### src/rtl/clk_tick_timer.sv
// clk_tick_timer
// Samples a divided clock (tick_clk_in) as plain data in the clk_in domain,
// emits a one-cycle tick per rising edge, and drives a loadable down-counter
// timer (one-shot or periodic) from those ticks. Nothing is clocked off the
// divided clock.
// Optional build macro: CLK_TICK_SYNC_EN adds a two-flop synchronizer ahead of
// the edge detector so tick_clk_in may be asynchronous to clk_in (+2 cycles
// of tick latency).
module clk_tick_timer #(
  parameter int WIDTH = 16
) (
  input  logic             clk_in,
  input  logic             rst,
  input  logic             tick_clk_in,
  input  logic             load,
  input  logic [WIDTH-1:0] load_val,
  input  logic             start,
  input  logic             stop,
  input  logic             periodic,
  output logic [WIDTH-1:0] count,
  output logic             running,
  output logic             tick,
  output logic             expired
);

  typedef enum logic {
    S_IDLE = 1'b0,
    S_RUN  = 1'b1
  } state_t;

  state_t           r_state;
  logic [WIDTH-1:0] r_count;
  logic [WIDTH-1:0] r_reload;
  logic             r_running;
  logic             r_expired;
  logic             r_t0;
  logic             r_t1;
  logic             w_tick_src;
  logic             w_tick;

`ifdef CLK_TICK_SYNC_EN
  logic r_s0;
  logic r_s1;

  // Two-flop synchronizer; resets high so an input held high gives no tick.
  always_ff @(posedge clk_in or posedge rst) begin
    if (rst) begin
      r_s0 <= 1'b1;
      r_s1 <= 1'b1;
    end else begin
      r_s0 <= tick_clk_in;
      r_s1 <= r_s0;
    end
  end

  assign w_tick_src = r_s1;
`else
  // Divided clock comes from the same clk_in domain, so sample it directly.
  assign w_tick_src = tick_clk_in;
`endif

  // Edge-detect history; both reset high so no spurious tick out of reset.
  always_ff @(posedge clk_in or posedge rst) begin
    if (rst) begin
      r_t0 <= 1'b1;
      r_t1 <= 1'b1;
    end else begin
      r_t0 <= w_tick_src;
      r_t1 <= r_t0;
    end
  end

  assign w_tick = r_t0 & ~r_t1;

  // Timer FSM; per-cycle priority is stop, load, start, tick.
  always_ff @(posedge clk_in or posedge rst) begin
    if (rst) begin
      r_state   <= S_IDLE;
      r_count   <= '0;
      r_reload  <= '0;
      r_running <= 1'b0;
      r_expired <= 1'b0;
    end else begin
      r_expired <= 1'b0;
      case (r_state)
        S_IDLE: begin
          // stop in IDLE simply holds; ticks are ignored while idle.
          if (!stop) begin
            if (load) begin
              r_count  <= load_val;
              r_reload <= load_val;
            end else if (start && (r_count != '0)) begin
              r_state   <= S_RUN;
              r_running <= 1'b1;
            end
          end
        end
        S_RUN: begin
          if (stop) begin
            // count holds so a later start resumes where we left off
            r_state   <= S_IDLE;
            r_running <= 1'b0;
          end else if (load) begin
            // restart with the new value; any coincident tick is dropped
            r_count  <= load_val;
            r_reload <= load_val;
            if (load_val == '0) begin
              r_state   <= S_IDLE;
              r_running <= 1'b0;
            end
          end else if (w_tick) begin
            if (r_count > WIDTH'(1)) begin
              r_count <= r_count - WIDTH'(1);
            end else begin
              r_expired <= 1'b1;
              if (periodic) begin
                // reload directly so count never shows 0 in periodic mode
                r_count <= r_reload;
              end else begin
                r_count   <= '0;
                r_state   <= S_IDLE;
                r_running <= 1'b0;
              end
            end
          end
        end
        default: begin
          r_state   <= S_IDLE;
          r_running <= 1'b0;
        end
      endcase
    end
  end

  assign count   = r_count;
  assign running = r_running;
  assign tick    = w_tick;
  assign expired = r_expired;

endmodule
### config.mk
export PLATFORM = sky130hd
export DESIGN_NAME = clk_tick_timer
export DESIGN_NICKNAME = d
export VERILOG_FILES = /design/src/rtl/clk_tick_timer.sv
export SDC_FILE = /design/constraint.sdc
export NUM_CORES = 1
export LEC_CHECK = 0
export CORE_UTILIZATION = 45
export DETAILED_ROUTE_END_ITERATION = 10
export PLACE_DENSITY = 0.8
export SYNTH_ARGS = -nofsm -noshare
export SYNTH_HDL_FRONTEND = slang
export SYNTH_SLANG_ARGS = --single-unit
export TNS_END_PERCENT = 1
### constraint.sdc
create_clock -name clk_in -period 5.9 [get_ports clk_in]
set_clock_uncertainty 0.2 [all_clocks]
set_input_delay 1.18 -clock clk_in [delete_from_list [all_inputs] [get_ports clk_in]]
set_output_delay 1.18 -clock clk_in [all_outputs]
set_load 0.05 [all_outputs]
# Word level (Yosys, flattened, before mapping)
# Index checks and enable logic that the tools add are counted.
[word_totals] register_bits=37 in_bits=23 output_inout_bits=19 elab_cells=62
[op_classes] add_sub_neg=1 n_lt_le_gt_ge=1 n_eq_ne=10 n_mux=33 bitwise_logic=4 reduce_logical=6
[ops] op="16-bit 2-to-1 mux" n=7
[ops] op="16-bit one-hot mux with 2 select lines" n=1
[ops] op="1-bit 2-to-1 mux" n=23
[ops] op="16-bit by 1-bit > comparator with 1-bit output, second input constant" n=1
[ops] op="16-bit logical NOT" n=1
[ops] op="16-bit nonzero test" n=1
[ops] op="16-bit by 1-bit subtractor with 16-bit output, second input constant" n=1
[ops] op="4-bit inequality test, second input constant" n=3
[ops] op="2-bit inequality test, second input constant" n=5
[ops] op="7-bit AND reduction" n=1
[ops] op="4-bit by 3-bit inequality test with 1-bit output, second input constant" n=1
[ops] op="1-bit one-hot mux with 2 select lines" n=2
[ops] op="4-bit AND reduction" n=1
[ops] op="3-bit inequality test, second input constant" n=1
[ops] op="1-bit NOT" n=3
[ops] op="2-bit AND reduction" n=1
[ops] op="1-bit AND" n=1
[ops] op="1-bit logical AND" n=1

# Logic depth before layout (Yosys ltp)
# Gate-level depths: netlist of the first run.
[logic_depth] ltp_word=6 ltp_mapped=8 depth_no_buf=6

# Worst setup path after synthesis of the first run
# OpenSTA, ideal clock, no wires.
[synth_timing] path_kind="reg-to-reg" start="register r_count[5], in the netlist count[5]" end="register r_count[10], in the netlist count[10]" setup_time_ns=0.086 arrival_time_ns=2.520 required_ns=5.614 path_slack_ns=3.093 stages_incl_launch_ff=7 path_buffers=2 path_cell_list="dfrtp_1 > or4_1 > buf_2 > or3_4 > or4_4 > buf_6 > o221ai_2"
[synth_between] elab_chain_len=6 elab_cells_between_ends=7 classes_between="add/sub: 1; order compare: 1; mux: 5"
[synth_lines] item="start: declaration" line_no="32" source="logic [WIDTH-1:0] r_count;"
[synth_lines] item="start signal: assignment" line_no="90" source="r_count <= load_val;"
[synth_lines] item="start signal: assignment" line_no="105" source="r_count <= load_val;"
[synth_lines] item="start signal: assignment" line_no="113" source="r_count <= r_count - WIDTH'(1);"
[synth_lines] item="16-bit by 1-bit subtractor with 16-bit output or 16-bit by 1-bit > comparator with 1-bit output (tied branches)" line_no="113, 112"
[synth_lines] item="16-bit 2-to-1 mux *" line_no="112" source="if (r_count > WIDTH'(1)) begin"
[synth_lines] item="16-bit 2-to-1 mux *" line_no="111" source="end else if (w_tick) begin"
[synth_lines] item="16-bit 2-to-1 mux *" line_no="103" source="end else if (load) begin"
[synth_lines] item="16-bit 2-to-1 mux *" line_no="99" source="if (stop) begin"
[synth_lines] item="16-bit one-hot mux with 2 select lines *" line_no="85" source="case (r_state)"
# Mark *: on every way between the ends. The rest lies on a longest branch, timed or not. The select of a mux whose other input is x is not followed.
# A chain may end at the register's enable or synchronous reset.

# Worst setup path after layout of the first run
[layout_timing] start="register r_t0" end="output port tick"
[layout_between] elab_chain_len=1
[layout_lines] item="start: declaration" line_no="36" source="logic r_t0;"
[layout_lines] item="start signal: assignment" line_no="68" source="r_t0 <= w_tick_src;"
[layout_lines] item="1-bit AND" line_no="73" source="assign w_tick = r_t0 & ~r_t1;"
[layout_lines] item="end: declaration" line_no="22" source="output logic tick,"
# No other way between the ends.

==> summary.txt, run 1 <==
Hold path
  • Hold path startpoint: r_t0
  • Hold Path Sink: r_t1
  • Worst hold stages: 0
  • Hold Path Class: flip-flop to flip-flop

CTS
  • CTS buffer count: 5
  • Post-CTS Setup Bufs: 0
  • Clock Pin Slew Worst Setup and Hold Paths: approximately 0.07 ns
  • Clock tree root driver cell: clkbuf_8
  • Clk Latency, worst-skew pair: roughly 0.30 ns
  • H-tree levels: 2
  • CTS tree: yes
  • Post-CTS Hold Fix Bufs: 0
  • CTS resizes: 0
  • Maximum clock insertion buffer count: 2
  • Clock sink count: 37

Final layout
  • Synthesis-to-finish area growth: 25.07%
  • Final nets: 288
  • Share of cells above drive strength 1: 0.09886
  • Multi-input gate area: 1074 µm²
  • Fin util: 0.5952
  • Design Area, Final: 2628 µm²
  • Seq. cell area: between 900 and 1000 µm²
  • # fillers: just under 400
  • Inserted Diodes: 0

Synth
  • Cells after Synth: around 220
  • Post-synth net total: between 200 and 250
  • Dominant synthesized flop cell: dfrtp_1
  • Post-Synth Adder-Cell Area: 0.01787
  • Main combinational cell family by area after synthesis: simple AND/OR/NAND/NOR gates
  • EDFF count, synth: 0
  • Synth async-reset ratio: 1.000
  • Post-synthesis mux area share: 0
  • Mean Syn Cell Area: roughly 9.4 µm²
  • Ys Warns: 0
  • Yosys cell types: between 40 and 50
  • Simple-gate share of the synthesized area: 0.2263
  • Synth Area in Compound Gates: 0.2168
  • Post-synthesis sequential area ratio: 0.4419
  • Count of state elements after synthesis: 37
  • Post-Synth XOR/XNOR Area: 0.05003
  • Cell Area, Synth: 2101 µm²

Global routing
  • Antenna violations before repair: 0
  • Vias in the first global route: ~1,800
  • First-pass GRT wire length: approximately 9000 µm
  • Largest net degree at the start of global routing: 38
  • GRT overflow: 0
  • Total Routing Usage GR: 0.2343

Timing
  • Min Clock Period, post-route: between 3 and 4 ns
  • Max Clk Rate: 311.6 MHz
  • Final worst slack: 2.691 ns
  • Finish-stage setup viols: 0
  • Fin. Hold Viols: 0
  • Total negative setup slack: 0 ns
  • Fin crit share: 0.5439
  • Slew headroom: 0.3652
  • RSZ-0062 raised after global routing: no
  • Actual slew at the worst max-slew pin: between 0.9 and 1 ns
  • Max-slew violations: 0

Setup path
  • CP startpoint: r_t0
  • Crit start category: flip-flop
  • Reg-to-Reg Start: count[5]
  • Crit path max fanout: 3
  • WS Path Type: flip-flop to output pin
  • Internal reg-to-reg setup slack: ~3.2 ns
  • Critical path arrival: 1.83 ns
  • Reg2Reg Depth: 4
  • Reg-to-Reg End: count[6]
  • CP endpoint kind: output pin
  • Required @ worst endpoint: 4.52 ns

Power
  • Sequential share of power: 0.447
  • PnR Total Power: slightly above 700 µW
  • Leakage: 0.001054 µW
  • Clock Power Share: 0.245
  • Max VDD drop: between 0.15 and 0.2 mV
  • P per Cell Area: 273.8 nW/µm²
  • Internal: approximately 450 µW
  • Net Sw Power: 268.7 µW
  • Combinational power share: 0.308
  • Sw frac: 0.3734

Place
  • Gpl congestion: slightly below 0.9
  • HPWL after DPL: 3781 µm
  • Setup WS pre-CTS: ~2.7 ns
  • Dpl cell area: between 2000 and 3000 µm²
  • Port bufs: around 40

Detailed routing
  • Via Count: 1,875
  • Final ANT Viol Nets: 0
  • TritonRoute pass-1 iters: 4
  • WL final: between 5000 and 6000 µm
  • DRC: 0
  • DRT iter0 DRCs: between 100 and 150
  • Drt wl/cell: 16.72 µm
  • Via density per instance: around 6.0

Floorplanning
  • Chip width: ~70 µm
  • Die ar.: around 5000 µm²
  • FP Rows: 24
  • DIE HEIGHT: around 70 µm
  • Total core area: approximately 4400 µm²
  • Starting Density: 0.4759
  • I/O Pins: between 40 and 50

Run
  • Maximum Capacitance Violations: 0

Status
  • Status: finished clean
-- kinds of logic after synthesis --
logic type | Yosys count
xor+xnor | 12
flops | 37
compound gates | 56
fa+ha+maj | 3
simple gates | 91
buf+inv | 24
-- critical path: stages (launching register included) --
cell and delay (ns):
dfstp_2 0.53, nor2b_1 0.18, clkdlybuf4s50_1 0.83
-- synthesized netlist by cell type (2+ instances only) --
cell	instances	share of area
a21boi_0	6	0.021
a221oi_1	2	0.0083
a22oi_1	3	0.011
a31oi_1	5	0.015
and2_1	2	0.0060
and4_1	2	0.0083
clkbuf_1	8	0.014
dfrtp_1	35	0.42
dfstp_2	2	0.025
ha_1	3	0.018
inv_1	13	0.023
nand2_1	40	0.071
nand2b_1	2	0.0060
nand3_1	3	0.0071
nand3b_1	2	0.0071
nand4_1	7	0.021
nor2_1	6	0.011
nor2b_1	2	0.0060
nor3_1	5	0.012
nor4_1	8	0.024
o21ai_0	13	0.031
o221ai_2	8	0.057
o22ai_1	7	0.021
or4_1	6	0.021
xnor2_1	6	0.025
xor2_1	6	0.025
-- how the worst max path moves through the flow --
| stage | end | slack, ns | cells after the start |
|---|---|---|---|
| after CTS | tick | 2.67 | 2 |
| after global placement | running | 2.80 | 5 |
| final | tick | 2.69 | 2 |
| after detailed placement | count[6] | 2.74 | 5 |
| after floorplan | count[10] | 3.09 | 6 |
| after global routing | tick | 2.62 | 2 |
-- registers in the layout, indices dropped and copies added (netlist names) --
register,cells
count,16
expired,1
r_reload,16
r_state,1
r_t0,1
r_t1,1
running,1
-- layout by cell type (no fill, tap or decap), types with 2 or more instances in the layout --
cell type         n
clkbuf_8          5
o221ai_2          8
a22oi_1           3
o21ai_0          13
nand2b_1          2
dfrtp_1          35
a31oi_1           5
dfstp_2           2
and2_1            2
nand4_1           7
clkdlybuf4s50_1  41
nand3b_1          2
a221oi_1          2
nor4_1            8
inv_1            13
nand2_1          40
nor2b_1           2
buf_4             2
nor2_1            6
nor3_1            5
ha_1              3
and4_1            2
nand3_1           3
o22ai_1           7
or4_1             6
xor2_1            6
a21boi_0          6
xnor2_1           6
clkinv_2          2
-- through the flow --
stage / hold WS [ns] / cells
2_1_floorplan: 0.1561 / 223
3_3_place_gp: 0.1599 / 307
3_5_place_dp: 0.1611 / 307
4_1_cts: 0.1716 / 315
5_1_grt: 0.1782 / 315
6_report: 0.1701 / 315
-- cell type report --
type,instances,share of cell area
clock buffer,5,0.02619
multi-input combinational,162,0.4086
inverter,13,0.01857
clock inverter,3,0.006667
tap,52,0.02476
timing repair buffer,43,0.1619
sequential,37,0.3533
-- power by group through the flow --
stage	sequential (µW)	combinational, µW	clock (µW)
floorplan	376	89.7	0
global placement	325	219	0
detailed placement	325	222	0
CTS	321	223	180
global route	327	239	191
finish	322	222	176
-- routing by layer --
metal / share of wire / wire (µm) / track usage
met4: 0.012 / 61 / 0.07778
met3: 0.043 / 226 / 0.04618
met1: 0.49 / 2601 / 0.3500
met2: 0.45 / 2377 / 0.3365
met5: 0 / 0 / 0
No activity file was read; power rests on OpenSTA's default activity.
==> run 2: changes to the inputs <==
- PLACE_DENSITY: 0.8 -> 0.83
- clock period: 5.9 -> 2.6 ns (I/O delays scaled with it)
==> run 2 against run 1 <==
  * Power up 150%
  * Sequential power up 130%
  * Largest power group unchanged
  * First-iteration DRC count up 18%
  * Combinational power up 140%
  * Global-route usage up 0.56 points
  * Register-to-register slack worse by 3.0 ns
  * Highest routed layer unchanged
  * Critical path depth up 2
  * Sequential share of layout area down 1.4 points
  * Largest cell class unchanged
  * Die area unchanged
==> summary.txt, run 2 (synthesized netlist as in run 1, its figures left out) <==
Setup path
  • Crit start category: flip-flop (unchanged)
  • CP max stage delay: 0.56 ns (was 0.83 ns)
  • Slowest cell on crit path: or4_1 (was clkdlybuf4s50_1)
  • Required @ worst endpoint: 2.61 ns (was 4.52 ns)
  • CP endpoint kind: flip-flop (was output pin)
  • Critical-path cell list: or4_1, or3_4, or4_4, o221ai_2 (was nor2b_1, clkdlybuf4s50_1)
  • WS Path Type: flip-flop to flip-flop (was flip-flop to output pin)
  • Critical path arrival: 2.45 ns (was 1.83 ns)
  • Crit path max fanout: 8 (was 3)

Timing
  • Finish-stage setup viols: 0 (unchanged)
  • Max-slew violations: 0 (unchanged)
  • Fin crit share: 0.9364
  • Fin. Hold Viols: 0 (unchanged)
  • Min Clock Period, post-route: 2.435 ns
  • RSZ-0062 raised after global routing: no (unchanged)
  • Actual slew at the worst max-slew pin: 0.6106 ns (was 0.9449 ns)
  • Total negative setup slack: 0 ns (unchanged)
  • Slew headroom: 0.5898 (was 0.3652)
  • Max Clk Rate: just over 400 MHz

Detailed routing
  • WL final: 5449 µm (was 5267 µm)
  • DRC: 0 (unchanged)
  • Drt wl/cell: 16.66 µm (was 16.72 µm)
  • TritonRoute pass-1 iters: 4 (unchanged)
  • Via Count: 1,942 (was 1,875)
  • Via density per instance: 5.939 (was 5.952)
  • DRT iter0 DRCs: 124 (was 105)
  • Final ANT Viol Nets: 0 (unchanged)

Place
  • HPWL after DPL: 3927 µm (was 3781 µm)
  • Port bufs: 41 (unchanged)
  • Gpl congestion: 0.9678 (was 0.8914)

Power
  • Leakage: 0.001120 µW (was 0.001054 µW)
  • Max VDD drop: 0.4122 mV (was 0.1983 mV)
  • P per Cell Area: 646.2 nW/µm² (was 273.8 nW/µm²)

Floorplanning
  • Starting Density: 0.4759 (unchanged)
  • FP Rows: 24 (unchanged)
  • Die ar.: 4946 µm² (unchanged)
  • Total core area: 4414 µm² (unchanged)
  • Chip width: 70.33 µm (unchanged)
  • DIE HEIGHT: 70.33 µm (unchanged)
  • I/O Pins: 42 (unchanged)

Final layout
  • Fin util: 0.6295 (was 0.5952)
  • Synthesis-to-finish area growth: 32.28% (was 25.07%)
  • # fillers: 375 (was 391)
  • Inserted Diodes: 0 (unchanged)
  • Share of cells above drive strength 1: 0.1855 (was 0.09886)
  • Most frequent cells in the layout: 40 x nand2_1, 40 x clkdlybuf4s50_1, 24 x dfrtp_1 (was 41 x clkdlybuf4s50_1, 40 x nand2_1, 35 x dfrtp_1)
  • Final nets: 300 (was 288)

Global routing
  • Antenna violations before repair: 0 (unchanged)
  • GRT overflow: 0 (unchanged)
  • First-pass GRT wire length: 9342 µm (was 8997 µm)
  • M2 GR Usage: 0.3746 (was 0.3365)
  • Largest net degree at the start of global routing: 38 (unchanged)
  • Total Routing Usage GR: 0.2399 (was 0.2343)
  • Vias in the first global route: 1,927 (was 1,799)
  • Met1 usage: 0.3191 (was 0.3500)
  • M3 GR Usage: 0.07504 (was 0.04618)
  • Gr busiest metal: met2 (was met1)

CTS
  • Post-CTS Setup Bufs: 0 (unchanged)
  • CTS buffer count: 5 (unchanged)
  • Maximum clock insertion buffer count: 2 (unchanged)
  • H-tree levels: 2 (unchanged)
  • Clock tree root driver cell: clkbuf_8 (unchanged)
  • Clock Pin Slew Worst Setup and Hold Paths: 0.08 ns (was 0.07 ns)
  • CTS resizes: 0 (unchanged)
  • Clock sink count: 37 (unchanged)
  • Clk Latency, worst-skew pair: 0.31 ns (was 0.30 ns)
  • Post-CTS Hold Fix Bufs: 0 (unchanged)
  • CTS tree: yes (unchanged)

Run
  • Maximum Capacitance Violations: 0 (unchanged)

Hold path
  • Hold Path Class: flip-flop to flip-flop (unchanged)

Status
  • Status: finished clean (unchanged)
## run 2: cell count changes in the layout (fill, tap and decap cells not counted)
cell	delta
dfrtp_2	+11
dfrtp_1	-11
bufinv_16	+1
or4_1	-1
clkbuf_8	+1
or4_4	+1
buf_4	+12
buf_12	+1
clkdlybuf4s50_1	-1
clkinv_2	-2
## run 2: power breakdown
| part | switching (µW) | internal (µW) |
|---|---|---|
| logic | 319 | 210 |
| clock network | 218 | 312 |
| registers | 82.9 | 653 |
| total | 620 | 1180 |
## run 2: per-stage QoR
| stage | power, µW | hold slack (ns) | instances | area [µm²] | setup slack, ns |
|---|---|---|---|---|---|
| 6_report | 1796 | 0.1803 | 327 | 2779 | 0.1652 |
| 5_1_grt | 1870 | 0.1846 | 327 | 2779 | 0.1184 |
| 4_1_cts | 1806 | 0.1768 | 327 | 2779 | 0.1594 |
| 3_5_place_dp | 1272 | 0.1666 | 319 | 2659 | 0.1324 |
| 3_3_place_gp | 1260 | 0.1600 | 319 | 2659 | 0.1896 |
| 2_1_floorplan | 1067 | 0.1561 | 223 | 2125 | 0.02086 |
## run 2: path summary, 6_finish.rpt
path / startpoint / end / slack (ns) / depth (start not counted)
max: count[7] / count[9] / 0.17 / 4
min: r_t0 / r_t1 / 0.18 / 0
max reg2reg: count[7] / count[9] / 0.17 / 4
min reg2reg: r_t0 / r_t1 / 0.18 / 0
max in group asynchronous: rst / r_t1 / 1.41 / 3
min in group asynchronous: rst / r_reload[6] / 0.42 / 3
## run 2: cell type report
class / count / area [µm²] / area share
clock buffers: 6 / 82.58 / 0.02972
well taps: 52 / 65.06 / 0.02341
multi-input cells: 162 / 1077 / 0.3877
flip-flops and latches: 37 / 942.2 / 0.3390
clock inverters: 2 / 37.54 / 0.01351
inverters: 13 / 48.80 / 0.01756
repair buffers: 55 / 525.5 / 0.1891
## run 2: metal layers
metal / vias up / routed length [µm]
li1: 929 / -
met1: 947 / 2418
met2: 61 / 2642
met3: 5 / 349
met4: 0 / 38
met5: - / 0
## run 2: worst max-delay path, delay by kind of cell (launching register included)
family	cells	cell delay, ns
compound gates	1	0.21
flops	1	0.44
simple gates	3	1.48
==> run 3: changes to the inputs <==
--- a/config.mk
+++ b/config.mk
@@ -7,2 +7,3 @@
 export LEC_CHECK = 0
+export CAP_MARGIN = 20
 export CORE_UTILIZATION = 45
@@ -10,2 +11,3 @@
 export PLACE_DENSITY = 0.83
+export SKIP_CTS_REPAIR_TIMING = 1
 export SYNTH_ARGS = -nofsm -noshare
--- a/constraint.sdc
+++ b/constraint.sdc
@@ -4,2 +4,2 @@
 set_output_delay 0.52 -clock clk_in [all_outputs]
-set_load 0.05 [all_outputs]
+set_load 0.02 [all_outputs]
==> run 3 against run 2 <==
  * Sequential share of layout area is 1.0 points lower
  * Critical path depth stayed put
  * Final cell count is 2.8% higher
  * Global-route usage is 1.5 points higher
  * Largest power group unchanged
  * Flip-flop and latch count stayed put
  * Core utilization is 1.2 points higher
  * Sequential power is 4.6% lower
  * Setup slack worse by 0.034 ns
  * Maximum frequency is 1.4% lower
  * Register-to-register slack worse by 0.03 ns
==> summary.txt, run 3 (synthesized netlist as in run 1, its figures left out) <==
Power
  • PnR Total Power: 1724 µW (was 1796 µW)
  • Sw frac: 0.3053 (was 0.3454)
  • Internal: 1198 µW (was 1175 µW)
  • Net Sw Power: 526.4 µW (was 620.2 µW)
  • Max VDD drop: 0.3934 mV (was 0.4122 mV)
  • Clock Power Share: 0.300 (was 0.295)
  • Combinational power share: 0.293 (was 0.295)
  • P per Cell Area: 609.2 nW/µm² (was 646.2 nW/µm²)
  • Sequential share of power: 0.407 (was 0.410)
  • Leakage: 0.001175 µW (was 0.001120 µW)

Final layout
  • Inserted Diodes: 0 (unchanged)
  • Final nets: 309 (was 300)
  • Most frequent cells in the layout: 41 x clkdlybuf4s50_1, 40 x nand2_1, 33 x dfrtp_1 (was 40 x nand2_1, 40 x clkdlybuf4s50_1, 24 x dfrtp_1)
  • Synthesis-to-finish area growth: 34.72% (was 32.28%)
  • Share of cells above drive strength 1: 0.1690 (was 0.1855)
  • Commonest non-fill, non-tap cell in the layout: clkdlybuf4s50_1

Setup path
  • Delay-heaviest family, CP: simple AND/OR/NAND/NOR gates (unchanged)
  • Critical path arrival: 2.49 ns (was 2.45 ns)
  • CP Buf/Inv Count: 0 (unchanged)
  • WS Path Type: flip-flop to flip-flop (unchanged)
  • Required @ worst endpoint: 2.62 ns (was 2.61 ns)
  • CP endpoint kind: flip-flop (unchanged)
  • Critical-path cell list: or4_1, or3_4, or4_4, o221ai_2 (unchanged)
  • CP max stage delay: 0.59 ns (was 0.56 ns)
  • Crit path max fanout: 8 (unchanged)
  • Crit start category: flip-flop (unchanged)
  • Slowest cell on crit path: or4_4 (was or4_1)

Global routing
  • First-pass GRT wire length: 9798 µm (was 9342 µm)
  • Vias in the first global route: 1,987 (was 1,927)
  • Total Routing Usage GR: 0.2553 (was 0.2399)
  • Antenna violations before repair: 0 (unchanged)
  • GRT overflow: 0 (unchanged)
  • Largest net degree at the start of global routing: 38 (unchanged)

CTS
  • Clock Pin Slew Worst Setup and Hold Paths: 0.08 ns (about the same)
  • Clock sink count: 37 (unchanged)
  • CTS tree: yes (unchanged)
  • Clock tree root driver cell: clkbuf_8 (unchanged)
  • Clk Latency, worst-skew pair: 0.30 ns (was 0.31 ns)
  • CTS buffer count: 5 (unchanged)
  • H-tree levels: 2 (unchanged)
  • Maximum clock insertion buffer count: 2 (unchanged)

Timing
  • Min Clock Period, post-route: 2.469 ns (was 2.435 ns)
  • Max Clk Rate: 405.0 MHz (was 410.7 MHz)
  • Slew headroom: 0.6821 (was 0.5898)
  • RSZ-0062 raised after global routing: no (unchanged)
  • Max-slew violations: 0 (unchanged)
  • Actual slew at the worst max-slew pin: 0.4725 ns (was 0.6106 ns)
  • Total negative setup slack: 0 ns (unchanged)
  • Fin crit share: 0.9496 (was 0.9364)
  • Fin. Hold Viols: 0 (unchanged)
  • Finish-stage setup viols: 0 (unchanged)

Place
  • Port bufs: 41 (unchanged)
  • HPWL after DPL: 4116 µm (was 3927 µm)
  • Gpl congestion: 0.9619 (was 0.9678)

Run
  • Maximum Capacitance Violations: 0 (unchanged)

Detailed routing
  • Drt wl/cell: 17.22 µm (was 16.66 µm)
  • Via Count: 2,009 (was 1,942)
  • Final ANT Viol Nets: 0 (unchanged)
  • DRC: 0 (unchanged)
  • Via density per instance: 5.979 (was 5.939)
  • TritonRoute pass-1 iters: 4 (unchanged)
  • DRT iter0 DRCs: 140 (was 124)
  • WL final: 5785 µm (was 5449 µm)

Floorplanning
  • Chip width: 70.33 µm (unchanged)
  • Total core area: 4414 µm² (unchanged)
  • I/O Pins: 42 (unchanged)
  • Die ar.: 4946 µm² (unchanged)
  • Starting Density: 0.4759 (unchanged)
  • FP Rows: 24 (unchanged)
  • DIE HEIGHT: 70.33 µm (unchanged)

Hold path
  • Hold Path Class: flip-flop to flip-flop (unchanged)

Status
  • Status: finished clean (unchanged)
-- run 3: cell types whose count changed in the layout (fill, tap and decap cells not counted) --
cell,delta
buf_4,+8
dfrtp_1,+9
or4_4,-1
clkdlybuf4s50_1,+1
clkinvlp_4,-1
clkbuf_1,+1
or4_1,+1
dfrtp_2,-9
-- run 3: layout make-up --
cell class / count / area (µm²)
Timing Repair Buffer: 64 / 595.6
Clock inverter: 1 / 30.03
Multi-Input combinational cell: 162 / 1074
Fill cell: 352 / 1584
Tap cell: 52 / 65.06
Clock buffer: 7 / 86.33
Sequential cell: 37 / 930.9
Inverter: 13 / 48.80
-- run 3: worst paths after layout --
path	startpoint	to	slack (ns)	cells after the start
max reg2reg	count[6]	count[10]	0.13	4
min	r_t0	r_t1	0.17	0
max	count[6]	count[10]	0.13	4
min in group asynchronous	rst	count[14]	0.43	3
max in group asynchronous	rst	count[6]	1.42	3
min reg2reg	r_t0	r_t1	0.17	0
-- run 3: worst reg2reg max path, cell delays in order, from the launching register on --
cell	delay, ns
dfrtp_2	0.41
or4_1	0.58
or3_4	0.41
or4_4	0.59
o221ai_2	0.21
-- run 3: through the flow --
| step | worst slack [ns] | instances | cell area (µm²) | hold WS [ns] | util |
|---|---|---|---|---|---|
| 3_3_place_gp | 0.1001 | 327 | 2694 | 0.1598 | 0.6103 |
| 6_report | 0.1311 | 336 | 2830 | 0.1734 | 0.6412 |
| 2_1_floorplan | 0.03019 | 223 | 2110 | 0.1561 | - |
| 5_1_grt | 0.06950 | 336 | 2830 | 0.1852 | 0.6412 |
| 3_5_place_dp | 0.09630 | 327 | 2694 | 0.1665 | 0.6103 |
| 4_1_cts | 0.08435 | 335 | 2810 | 0.1753 | 0.6366 |
-- run 3: layer usage --
layer,share of wire,GRT usage,wire length (µm)
met5,0,0,0
met1,0.42,0.3432,2409
met2,0.47,0.3873,2717
met4,0.020,0.1133,115
met3,0.094,0.06349,542
-- run 3: power groups by stage --
| stage | Sequential [µW] | Combinational (µW) | Clock [µW] |
|---|---|---|---|
| final | 702 | 505 | 518 |
| after global routing | 712 | 548 | 549 |
| after detailed placement | 711 | 499 | 0 |
| after global placement | 707 | 488 | 0 |
| after CTS | 701 | 504 | 525 |
| after floorplan | 767 | 205 | 0 |
